<file path="src/rtl/uart_pkg.sv">
// Shared types and constants for the UART receiver with receive FIFO.
package uart_pkg;

  typedef enum logic [2:0] {
    ST_IDLE   = 3'd0,
    ST_START  = 3'd1,
    ST_DATA   = 3'd2,
    ST_PARITY = 3'd3,
    ST_STOP   = 3'd4
  } uart_rx_state_t;

  localparam int unsigned UART_MIN_DIV = 32'd4;

  function automatic int unsigned uart_count_width(input int unsigned depth);
    return $clog2(depth) + 32'd1;
  endfunction

endpackage

</file>
<file path="src/rtl/uart_sync_fifo.sv">
// Generic first-word-fall-through FIFO; the head entry is visible on dout without a pop.
module uart_sync_fifo #(
  parameter int WIDTH = 8,
  parameter int DEPTH = 16
) (
  input  logic                     clk,
  input  logic                     rst,
  input  logic                     push,
  input  logic [WIDTH-1:0]         din,
  input  logic                     pop,
  output logic [WIDTH-1:0]         dout,
  output logic                     full,
  output logic                     empty,
  output logic [$clog2(DEPTH):0]   count
);

  localparam int AW = $clog2(DEPTH);

  logic [WIDTH-1:0] mem [DEPTH];
  logic [AW-1:0]    wr_ptr;
  logic [AW-1:0]    rd_ptr;
  logic             do_push;
  logic             do_pop;

  assign empty   = (count == '0);
  assign full    = (count == (AW+1)'(DEPTH));
  // a pop frees a slot in the same cycle, so a full FIFO can still accept a push
  assign do_pop  = pop & ~empty;
  assign do_push = push & (~full | do_pop);
  assign dout    = mem[rd_ptr];

  // storage array, cleared so the head reads zero out of reset
  always_ff @(posedge clk or posedge rst) begin
    if (rst) begin
      for (int i = 0; i < DEPTH; i++) mem[i] <= '0;
    end else if (do_push) begin
      mem[wr_ptr] <= din;
    end
  end

  // pointers and occupancy
  always_ff @(posedge clk or posedge rst) begin
    if (rst) begin
      wr_ptr <= '0;
      rd_ptr <= '0;
      count  <= '0;
    end else begin
      if (do_push) wr_ptr <= wr_ptr + 1'b1;
      if (do_pop)  rd_ptr <= rd_ptr + 1'b1;
      case ({do_push, do_pop})
        2'b10:   count <= count + 1'b1;
        2'b01:   count <= count - 1'b1;
        default: count <= count;
      endcase
    end
  end

endmodule

</file>
<file path="src/rtl/uart_rx_fifo.sv">
// UART receiver with runtime divider, FWFT receive FIFO and sticky error flags.
// Parity checking is built only when UART_RX_PARITY_EN is defined.
module uart_rx_fifo
  import uart_pkg::*;
#(
  parameter int DATA_BITS  = 8,
  parameter int FIFO_DEPTH = 16
) (
  input  logic                                        clk,
  input  logic                                        rst,
  input  logic [31:0]                                 clk_div,
  input  logic                                        rx,
  input  logic                                        parity_en,
  input  logic                                        parity_odd,
  input  logic                                        read,
  input  logic                                        err_clr,
  input  logic                                        irq_en,
  output logic                                        irq,
  output logic [7:0]                                  rx_data,
  output logic                                        rx_valid,
  output logic [uart_count_width(FIFO_DEPTH)-1:0]     rx_count,
  output logic                                        frame_err,
  output logic                                        parity_err,
  output logic                                        overrun_err
);

  uart_rx_state_t       state, state_next;
  logic                 sync1, rx_s, rx_prev;
  logic [31:0]          tick, tick_next, div_eff, half;
  logic [3:0]           bit_cnt, bit_cnt_next;
  logic [DATA_BITS-1:0] shreg, shreg_next, head;
  logic                 par_bad, par_bad_next;
  logic                 bit_end, stop_done, good, push;
  logic                 fifo_full, fifo_empty;

  assign div_eff = (clk_div < UART_MIN_DIV) ? UART_MIN_DIV : clk_div;
  assign half    = div_eff >> 1;
  assign bit_end = (tick == div_eff - 32'd1);

  // two-flop synchronizer plus previous-sample register for edge detection
  always_ff @(posedge clk or posedge rst) begin
    if (rst) begin
      sync1   <= 1'b1;
      rx_s    <= 1'b1;
      rx_prev <= 1'b1;
    end else begin
      sync1   <= rx;
      rx_s    <= sync1;
      rx_prev <= rx_s;
    end
  end

  // FSM and datapath registers
  always_ff @(posedge clk or posedge rst) begin
    if (rst) begin
      state   <= ST_IDLE;
      tick    <= '0;
      bit_cnt <= '0;
      shreg   <= '0;
      par_bad <= 1'b0;
    end else begin
      state   <= state_next;
      tick    <= tick_next;
      bit_cnt <= bit_cnt_next;
      shreg   <= shreg_next;
      par_bad <= par_bad_next;
    end
  end

  // next-state and sampling decisions
  always_comb begin
    state_next   = state;
    tick_next    = tick + 32'd1;
    bit_cnt_next = bit_cnt;
    shreg_next   = shreg;
    par_bad_next = par_bad;
    stop_done    = 1'b0;
    case (state)
      ST_IDLE: begin
        tick_next = '0;
        if (rx_prev && !rx_s) state_next = ST_START;
        else                  state_next = ST_IDLE;
      end
      ST_START: begin
        if (tick == half - 32'd1) begin
          tick_next    = '0;
          bit_cnt_next = '0;
          par_bad_next = 1'b0;
          if (!rx_s) state_next = ST_DATA;
          else       state_next = ST_IDLE;
        end else begin
          state_next = ST_START;
        end
      end
      ST_DATA: begin
        if (bit_end) begin
          tick_next    = '0;
          shreg_next   = {rx_s, shreg[DATA_BITS-1:1]};
          bit_cnt_next = bit_cnt + 4'd1;
          if (bit_cnt == 4'(DATA_BITS - 1)) begin
`ifdef UART_RX_PARITY_EN
            state_next = parity_en ? ST_PARITY : ST_STOP;
`else
            state_next = ST_STOP;
`endif
          end else begin
            state_next = ST_DATA;
          end
        end else begin
          state_next = ST_DATA;
        end
      end
`ifdef UART_RX_PARITY_EN
      ST_PARITY: begin
        if (bit_end) begin
          tick_next    = '0;
          par_bad_next = (rx_s != (^shreg ^ parity_odd));
          state_next   = ST_STOP;
        end else begin
          state_next = ST_PARITY;
        end
      end
`endif
      ST_STOP: begin
        if (bit_end) begin
          tick_next  = '0;
          stop_done  = 1'b1;
          state_next = ST_IDLE;
        end else begin
          state_next = ST_STOP;
        end
      end
      default: begin
        tick_next  = '0;
        state_next = ST_IDLE;
      end
    endcase
  end

  assign good = stop_done & rx_s & ~par_bad;
  assign push = good & (~fifo_full | read);

  uart_sync_fifo #(
    .WIDTH (DATA_BITS),
    .DEPTH (FIFO_DEPTH)
  ) u_fifo (
    .clk   (clk),
    .rst   (rst),
    .push  (push),
    .din   (shreg),
    .pop   (read),
    .dout  (head),
    .full  (fifo_full),
    .empty (fifo_empty),
    .count (rx_count)
  );

  assign rx_data  = 8'(head);
  assign rx_valid = ~fifo_empty;

  // sticky frame and overrun flags; a new error wins over a coincident clear
  always_ff @(posedge clk or posedge rst) begin
    if (rst) begin
      frame_err   <= 1'b0;
      overrun_err <= 1'b0;
    end else begin
      frame_err   <= (stop_done & ~rx_s) | (frame_err & ~err_clr);
      overrun_err <= (good & fifo_full & ~read) | (overrun_err & ~err_clr);
    end
  end

`ifdef UART_RX_PARITY_EN
  // sticky parity flag
  always_ff @(posedge clk or posedge rst) begin
    if (rst) parity_err <= 1'b0;
    else     parity_err <= (stop_done & rx_s & par_bad) | (parity_err & ~err_clr);
  end
`else
  logic parity_unused;
  assign parity_unused = parity_en ^ parity_odd;
  assign parity_err    = 1'b0;
`endif

  assign irq = irq_en & (rx_valid | frame_err | parity_err | overrun_err);

endmodule

</file>
<file path="config.mk">
export PLATFORM = sky130hd
export DESIGN_NAME = uart_rx_fifo
export DESIGN_NICKNAME = d
export VERILOG_FILES = /design/src/rtl/uart_pkg.sv /design/src/rtl/uart_sync_fifo.sv /design/src/rtl/uart_rx_fifo.sv
export SDC_FILE = /design/constraint.sdc
export NUM_CORES = 1
export LEC_CHECK = 0
export BUFFER_PORTS_ARGS = -buffer_cell sky130_fd_sc_hd__buf_4
export CAP_MARGIN = 15
export CORE_UTILIZATION = 40
export DETAILED_ROUTE_END_ITERATION = 6
export GPL_ROUTABILITY_DRIVEN = 0
export GPL_TIMING_DRIVEN = 0
export PLACE_DENSITY_LB_ADDON = 0.05
export SLEW_MARGIN = 0
export SYNTH_ARGS = -nofsm -noshare
export SYNTH_HDL_FRONTEND = slang
export SYNTH_SLANG_ARGS = --single-unit
</file>
<file path="constraint.sdc">
create_clock -name clk -period 6.45 [get_ports clk]
set_clock_uncertainty 0.05 [all_clocks]
set_input_delay 1.29 -clock clk [delete_from_list [all_inputs] [get_ports clk]]
set_output_delay 1.29 -clock clk [all_outputs]
set_load 0.02 [all_outputs]
</file>
### Word-level counts from Yosys, hierarchy flattened

Cells that the tools add are included.

* register bits: 193
* memories: 0
* bits of input ports: 40
* memory bits (read-only): 0
* latch bits: 0
* memory bits (writable): 0
* logic and storage cells: 107

* div/mod/pow operators: 0
* multiply operators: 0
* $add $sub $neg: 8
* bitwise logic cells: 23
* eq/ne operators: 11
* magnitude comparators: 4
* reductions and logical operators: 10
* shift operators: 0
* mux-type cells: 23

Operator list (number)
* $bwmux 128: 1
* $mux 32: 3
* $eq 32x32->1: 2
* $pmux 32 s2: 1
* $add 32x1->32 const B: 1
* $bmux 8 s4: 1
* $demux 8 s4: 1
* $lt 32x3->1 const B: 1
* $sub 31x1->32 const B: 1
* $sub 32x1->32 const B: 1
* $mux 8: 3
* $add 4x1->4 const B: 3
* $mux 3: 4
* $pmux 3 s4: 1
* $and 1x1->1: 10
* $ge 5x5->1 const B: 2
* $not 4->5: 2
* $pmux 5 s2: 1
* $mux 4: 2
* $pmux 4 s2: 1
* $or 1x1->1: 6
* $add 5x1->5 const B: 1
* $eq 5x5->1 const B: 1
* $logic_not 5->1: 1
* other kinds (19): 28

### Depth between registers and ports, before layout

Gate-level depths: netlist of run 1.

* depth after elaboration: 11
* depth in mapped cells: 28
* mapped depth without buffers: 23

### Modules after synthesis

A second synthesis of run 1 with hierarchy kept.

* cell total of the unflattened synthesis: 1055
* area total of the unflattened synthesis: 11671.2 um2

Modules (own cells, without submodules)
* uart_sync_fifo: times used 1, cells each 454, area each 6744.0 um2
* uart_rx_fifo: times used 1, cells each 601, area each 4927.2 um2

### Worst setup path before layout of run 1

OpenSTA, ideal clock, no wires.

* path type: input-to-reg
* start point: input port clk_div[11]
* end point: register u_fifo.count[4]
* stages on the path: 26
* slack: -0.427 ns
* data required time: 6.268 ns
* path buffers: 4
* arrival time: 6.695 ns
* cells stage by stage: clkbuf_1 > nor4_2 > and4_1 > clkbuf_1 > buf_2 > nand2_1 > nand2_1 > ha_1 > nor3b_1 > or4bb_1 > a21oi_1 > o32ai_1 > nor4b_1 > nand4_1 > nor3_1 > nand2_1 > ha_1 > clkbuf_1 > xor2_1 > ha_1 > o21ai_0 > a21oi_1 > a21oi_1 > xor2_1 > nor2_1 > xor2_1

* longest elaborated chain between the ends: 11
* elaborated cells on any way between the ends: 13
* classes of those cells: add/sub: 1; order compare: 1; eq/ne: 3; mux: 4; bitwise: 3; reduce/logical: 1

Ends and longest elaborated chain
* from (decl): RTL line uart_rx_fifo.sv:11 `input logic [31:0] clk_div,`
* $lt 32x3->1: RTL line uart_rx_fifo.sv:36 `assign div_eff = (clk_div < UART_MIN_DIV) ? UART_MIN_DIV : clk_div;`
* $mux 32 (*): RTL line uart_rx_fifo.sv:36
* $sub 32x1->32 (*): RTL line uart_rx_fifo.sv:38 `assign bit_end = (tick == div_eff - 32'd1);`
* $eq 32x32->1 (*): RTL line uart_rx_fifo.sv:38
* $mux 1 (*): RTL line uart_rx_fifo.sv:125 `if (bit_end) begin`
* $mux 1 (*): RTL line uart_rx_fifo.sv:78 `case (state)`
* $and 1x1->1 (*): RTL line uart_rx_fifo.sv:140 `assign good = stop_done & rx_s & ~par_bad;`
* $and 1x1->1 (*): RTL line uart_rx_fifo.sv:141 `assign push = good & (~fifo_full | read);`
* $and 1x1->1 (*): RTL line uart_sync_fifo.sv:29 `assign do_push = push & (~full | do_pop);`
* $eq 2x1->1 / $eq 2x2->1 (equally long branches): RTL line uart_sync_fifo.sv:50 `case ({do_push, do_pop})`
* $pmux 5 s2 / $reduce_bool 2->1 (equally long branches)
* to (signal assigned): RTL line uart_sync_fifo.sv:51 `2'b10: count <= count + 1'b1;`
* to (signal assigned): RTL line uart_sync_fifo.sv:52 `2'b01: count <= count - 1'b1;`
* to (signal assigned): RTL line uart_sync_fifo.sv:53 `default: count <= count;`
* to (decl): RTL line uart_sync_fifo.sv:14 `output logic [$clog2(DEPTH):0] count`

Every way passes the cells marked *; elsewhere a longest branch is shown, timed or not.
A chain may end at the register's enable or synchronous reset.

### Worst setup path after layout of run 1

* start point: input port clk_div[12]
* end point: register u_fifo.count[4]

Same word-level chain as after synthesis.

==> results.md, run 1 <==
- Outcome: finished clean
- Htree depth: 4
- Placed Area: approximately 0.013 sq mm
- Post-synthesis register bit count: roughly 190
- Pre-CTS WS: -1.94 ns
- Leading area contributor after synthesis: dfrtp_1
- Vias in the first global route: 8973
- Minimum clock period: between 6 and 7 ns
- Layout overhead on the synthesized area: 15.9%
- Gr ovfl total: 0
- Endpoints failing setup: 0
- Startpoint types: input port
- Max-cap viol count: 0
- Total iterations of the first detailed-routing run: 5
- CTS Buf Count: 17
- Cell variety after synth: 75
- Final Slew Violations: 0
- Area fraction of the dominant cell type after synthesis: about 40%
- Instance count on the critical path: 26
- Critical Path End Type: flip-flop
- Min Hold Slack: 0.303 ns
- Num ports: between 50 and 60
- Placed instance count: 1493
- Area of the mapped netlist: 0.0117 sq mm
- Rel. slew slack: between 30% and 40%
- Syn avg cell area: about 11 sq um
- Share of layout cells above drive strength 1: ~28%
- Antenna Nets Post-Route: 0
- Worst-Skew Late Latency: 0.44 ns
- Syn nets: 1122
- Gr usage total: around a quarter
- Worst slew pin tran: 1.00 ns
- CP delay by family, top: simple AND/OR/NAND/NOR gates
- Final net count: around 1200
- Synth async-reset ratio: 100%
- Buf/Inv on CP: 4
- # DRC: 0
- Fill cell count: between 2000 and 3000
- Vias: just under 9000
- Fin crit share: 98.6%
- Final Cell Area: around 0.014 sq mm
- Port bufs: 35
- Initial Util: 40.8%
- DP HPWL: approximately 25 mm
- N_diodes: 0
- Drt wl/cell: 22.1 microns
- Final hold violation count: 0
- Vias per inst: ~5.8
- Clock-pin slew on the worst setup and hold paths: ~0.080 ns
- Die area: 0.0300 sq mm
- Largest net degree at the start of global routing: 40
- Worst vdd ir: 0.180 mV
- Fin cells: 1542
- WHS Path Cells: 0
- Synth warn: 0
- Hold-fix buffers at CTS: 0
- Cell Pwr Density: ~230 mW/mm^2
- Crit Path Class: input port to flip-flop
- CP peak stage delay: 0.69 ns
- LEAKAGE: just under 6 nW
- Pwr Total: 3.17 mW
- Clock Tree Buf Depth: 2
- Initial DRC count: 859
- Post-Syn Instances: about 1100
- Die extent in x: about 170 microns
- Req. time, crit path: around 6.7 ns
- Setup_tns: 0 ns
- Fmax: ~160 MHz
- First-pass GRT wire length: roughly 54 mm
- Initial antenna violation count: 0
- Core Area: 0.0288 sq mm
- Post-synth EDFFs: 0
- Slowest CP cell: or4b_2
- Hold Crit Class: flip-flop to flip-flop
- Top FF cell, synth: dfrtp_1
- Worst EP arrival: 6.64 ns
- Sequential element share of the synthesized area: slightly above 40%
- Clock sinks: roughly 190
- Row count: 62
- Post-route setup slack: 0.0874 ns
- Crit-path max FO: 10
- RSZ-0062 raised after global routing: yes
- Root Buffer: clkbuf_16
- Worst Reg-to-Reg Cells: 20
- Utilization after layout: about 47%
- Detailed-route wire length: around 34 mm
- TritonCTS clock tree: built
- Synth top area cells: dfrtp_1 (41%), mux2_2 (12%), mux4_2 (7.7%)
- Die Height: approximately 170 microns
## cell families after synthesis
family          after synthesis  share of synthesized area, %
simple gates                333                          16.1
mux                         183                          21.4
other cells                   1                        0.0320
flops                       193                          41.2
buf+inv                     103                          3.49
fa+ha+maj                    13                          1.39
xor+xnor                    121                          9.03
compound gates              122                          7.41
## cell usage in the layout (no fill, tap or decap), types with 5 or more instances in the layout
cell,count
nor4_4,8
buf_12,5
buf_4,58
or4_1,12
mux2_2,130
and3_1,10
o21ai_0,19
a211oi_1,13
nand4_2,7
ha_1,11
nor2_1,80
mux4_2,40
buf_2,7
nor4_1,25
clkbuf_1,61
and2_1,11
a31oi_1,8
nor2b_1,8
clkbuf_16,17
o211ai_1,5
xor2_1,57
o2111ai_1,7
or3_1,8
xnor2_1,64
nand4_1,31
nor3_1,18
nand2_1,48
inv_1,16
buf_1,9
a2111oi_0,5
nand3_1,29
dfrtp_1,190
mux2_1,9
a21oi_1,17
## state kept, by name, indices dropped and copies added, names as in the netlist, 3 cells and up
signal         flops
bit_cnt            4
state              3
tick              32
shreg              8
u_fifo.rd_ptr      4
u_fifo.count       5
u_fifo.wr_ptr      4
u_fifo.mem       128
## worst reg2reg max path, delay by kind of cell, from the launching register on
kind            cells  cell delay, ns
buf+inv             2            0.54
compound gates      6            1.39
flops               1            0.34
fa+ha+maj           2            0.50
xor+xnor            4            0.92
simple gates        6            0.95
## repair_timing
action,in CTS,in global routing
buffers inserted,8,13
pin swaps,7,6
endpoints found under the setup margin,185,170
resized for setup,33,13
## cell usage after synthesis, drive strengths merged (5+ instances only)
cell,instances
mux4,40
nor3b,5
dfrtp,190
o2111ai,7
and4,5
mux2,139
a31oi,8
nand2,50
nor4,37
nor2,81
inv,17
a21oi,19
xnor2,64
nor3,21
or4,12
a2111oi,7
o211ai,5
ha,13
and2,11
buf,20
a211oi,14
nand3,29
clkbuf,66
xor2,57
nand4,41
or3,8
nor2b,8
o21ai,19
and3,10
## power by group
part / switching (mW) / leakage (nW) / internal (mW)
clock network: 0.557 / 0.297 / 0.531
registers: 0.0518 / 2.66 / 1.26
logic: 0.470 / 2.90 / 0.301
total: 1.08 / 5.85 / 2.09
## area by class of cell
cell class              count  area, sq um  share of cell area, %
multi-input cells         773         6740                   49.5
flip-flops and latches    193         4830                   35.5
repair buffers             61          541                   3.97
well taps                 384          480                   3.53
clock buffers              17          425                   3.13
plain buffers              82          337                   2.47
clock inverters            15          179                   1.32
inverters                  17         67.6                  0.497
## routing by layer
layer | track usage (%) | wire length (microns)
met5 | 0 | 0
met4 | 7.12 | 928
met3 | 3.33 | 1560
met2 | 38.9 | 16400
met1 | 31.5 | 15200
## final timing paths
path / startpoint / endpoint / slack [ns]
max: clk_div[12] / u_fifo.count[4] / 0.09
min: sync1 / rx_s / 0.30
max reg2reg: tick[3] / u_fifo.count[4] / 1.65
min reg2reg: sync1 / rx_s / 0.30
max in group asynchronous: rst / shreg[0] / 4.29
min in group asynchronous: rst / overrun_err / 0.94
Note: power is estimated with default switching activity, not from simulation.
==> inputs of run 2 (changes only) <==
--- a/config.mk
+++ b/config.mk
@@ -7,6 +7,8 @@
 export LEC_CHECK = 0
 export BUFFER_PORTS_ARGS = -buffer_cell sky130_fd_sc_hd__buf_4
 export CAP_MARGIN = 15
+export CELL_PAD_IN_SITES_DETAIL_PLACEMENT = 1
+export CELL_PAD_IN_SITES_GLOBAL_PLACEMENT = 1
 export CORE_UTILIZATION = 40
 export DETAILED_ROUTE_END_ITERATION = 6
 export GPL_ROUTABILITY_DRIVEN = 0
==> run 2 against run 1 <==
Against the previous run:
- sequential power barely moved
- largest power group unchanged
- critical endpoint unchanged
- largest cell class unchanged
- global-route usage rose by 1.6 points
- worst setup slack got worse by 0.063 ns
- final area rose by 0.69%
- count of clock-buffer cells in the layout rose by 1
==> results.md, run 2 (synthesis gave the netlist of run 1 again) <==
- Worst EP arrival: 6.70 ns
- Fin crit share: between 90% and 100%
- Port bufs: 35
- First-pass GRT wire length: roughly 57 mm
- Final Slew Violations: 0
- Clock-pin slew on the worst setup and hold paths: approximately 0.070 ns
- Share of layout cells above drive strength 1: 29.9%
- Grt met1 use: between 30 and 40%
- Slowest CP cell: or3b_4
- Row count: 62
- GR peak layer: met1
- Num ports: 58
- Commonest non-fill, non-tap cell in the layout: dfrtp_1
- Vias per inst: 5.90
- Max-cap viol count: 0
- DP HPWL: 27.0 mm
- Antenna Nets Post-Route: 0
- Grt met2 use: 37.2%
- Reg2reg start: tick[3]
- Instance count on the critical path: 27
- Vias: between 9000 and 10000
- Detailed-route wire length: 36.2 mm
- Htree depth: 4
- Hold Crit Class: flip-flop to flip-flop
- Setup_tns: 0 ns
- Initial antenna violation count: 0
- Reg-to-reg setup timing slack: about 1.6 ns
- Outcome: finished clean
- CP delay by family, top: compound AO/OA/AOI/OAI gates
- Drt wl/cell: 23.4 microns
- Biggest regs: u_fifo.mem (128), tick (32), shreg (8)
- Setup crit start: clk_div[27]
- Critical Path End Type: flip-flop
- Core Area: 0.0288 sq mm
- LEAKAGE: between 5 and 6 nW
- Total iterations of the first detailed-routing run: 5
- Crit-path max FO: 10
- Fill cell count: roughly 3000
- Worst setup path end: u_fifo.count[4]
- # DRC: 0
- Hold-fix buffers at CTS: 0
- Buf/Inv on CP: 6
- Gr usage total: between 20 and 25%
- Number of flip-flops under the largest register name: between 100 and 150
- Grt met3 use: between 4 and 5%
- Die area: approximately 0.03 sq mm
- Largest net degree at the start of global routing: between 40 and 50
- Die Height: 173 microns
- Fmax: around 160 MHz
- Clock Tree Buf Depth: 2
- Crit Path Class: input port to flip-flop
- RR Endpoint: u_fifo.count[4]
- Initial DRC count: 600
- Die extent in x: between 150 and 200 microns
- Worst vdd ir: 0.188 mV
- Worst Reg-to-Reg Cells: 21
- Final net count: around 1200
- Root Buffer: clkbuf_16
- Minimum clock period: 6.43 ns
- Worst-Skew Late Latency: between 0.4 and 0.5 ns
- Final hold violation count: 0
- Layout overhead on the synthesized area: 16.7%
- Clock sinks: between 150 and 200
- RSZ-0062 raised after global routing: yes
- Rel. slew slack: 26.9%
- Pwr Total: approximately 3.2 mW
- Initial Util: 40.8%
- CTS Buf Count: 17
- Startpoint types: input port
- TritonCTS clock tree: built
- Cell Pwr Density: around 230 mW/mm^2
- WHS Path Cells: 0
- Vias in the first global route: 9489
- Most frequent cells in the layout: dfrtp_1 (190), mux2_2 (130), nor2_1 (80), xnor2_1 (63), buf_4 (58)
- Top reg by flops: u_fifo.mem
- Req. time, crit path: approximately 6.7 ns
- Endpoints failing setup: 0
- Worst slew pin tran: 1.09 ns
- CP peak stage delay: approximately 0.48 ns
- Gr ovfl total: 0
run 2: cell types whose count changed in the layout (fill, tap and decap cells not counted), sizes merged:
| cell | before | now |
|---|---|---|
| inv | 25 | 22 |
| diode | 0 | 1 |
| clkbuf | 79 | 81 |
| clkinv | 6 | 8 |
| buf | 81 | 84 |
run 2: final cells by class:
| type | count | area (sq um) | area share (%) |
|---|---|---|---|
| inverters | 17 | 67.6 | 0.493 |
| diodes | 1 | 2.50 | 0.0183 |
| repair buffers | 64 | 579 | 4.23 |
| plain buffers | 83 | 357 | 2.60 |
| flip-flops and latches | 193 | 4830 | 35.3 |
| well taps | 384 | 480 | 3.51 |
| clock inverters | 14 | 169 | 1.23 |
| clock buffers | 18 | 429 | 3.13 |
| multi-input cells | 773 | 6780 | 49.5 |
run 2: how the worst min path moves through the flow:
| stage | endpoint | startpoint | slack (ns) |
|---|---|---|---|
| after floorplan | rx_s | sync1 | 0.30 |
| after global placement | rx_s | sync1 | 0.30 |
| after detailed placement | rx_s | sync1 | 0.30 |
| after CTS | rx_s | sync1 | 0.31 |
| after global routing | rx_s | sync1 | 0.31 |
| final | rx_s | sync1 | 0.31 |
run 2: what timing repair did:
action	CTS	global route
gates resized for setup	42	32
buffers inserted	10	11
setup endpoints to repair	184	170
pin swaps	7	10
run 2: stage by stage:
| step | instance area, sq um | worst slack (ns) | utilization, % | instances | hold slack, ns |
|---|---|---|---|---|---|
| finish | 13700 | 0.0247 | 47.6 | 1547 | 0.308 |
| global route | 13700 | -0.255 | 47.6 | 1546 | 0.309 |
| CTS | 13500 | -0.0208 | 46.9 | 1534 | 0.309 |
| detailed placement | 12600 | -1.94 | 43.9 | 1495 | 0.299 |
| global placement | 12500 | -2.15 | 43.4 | 1488 | 0.298 |
| floorplan | 11800 | -0.0993 | - | 1069 | 0.295 |
run 2: where the power goes:
group	internal, mW	leakage (nW)	switching, mW	total [mW]
sequential	1.26	2.66	0.0493	1.31
combinational	0.313	2.94	0.498	0.811
clock	0.524	0.290	0.538	1.06
total	2.09	5.89	1.09	3.18
run 2: metal layers:
layer  vias to the layer above  share of wire (%)  wire length (microns)
li1                       4119                  -                      -
met5                         -                  0                      0
met4                         0                1.4                    515
met3                        42                5.9                   2120
met2                       243                 45                  16100
met1                      4716                 48                  17400
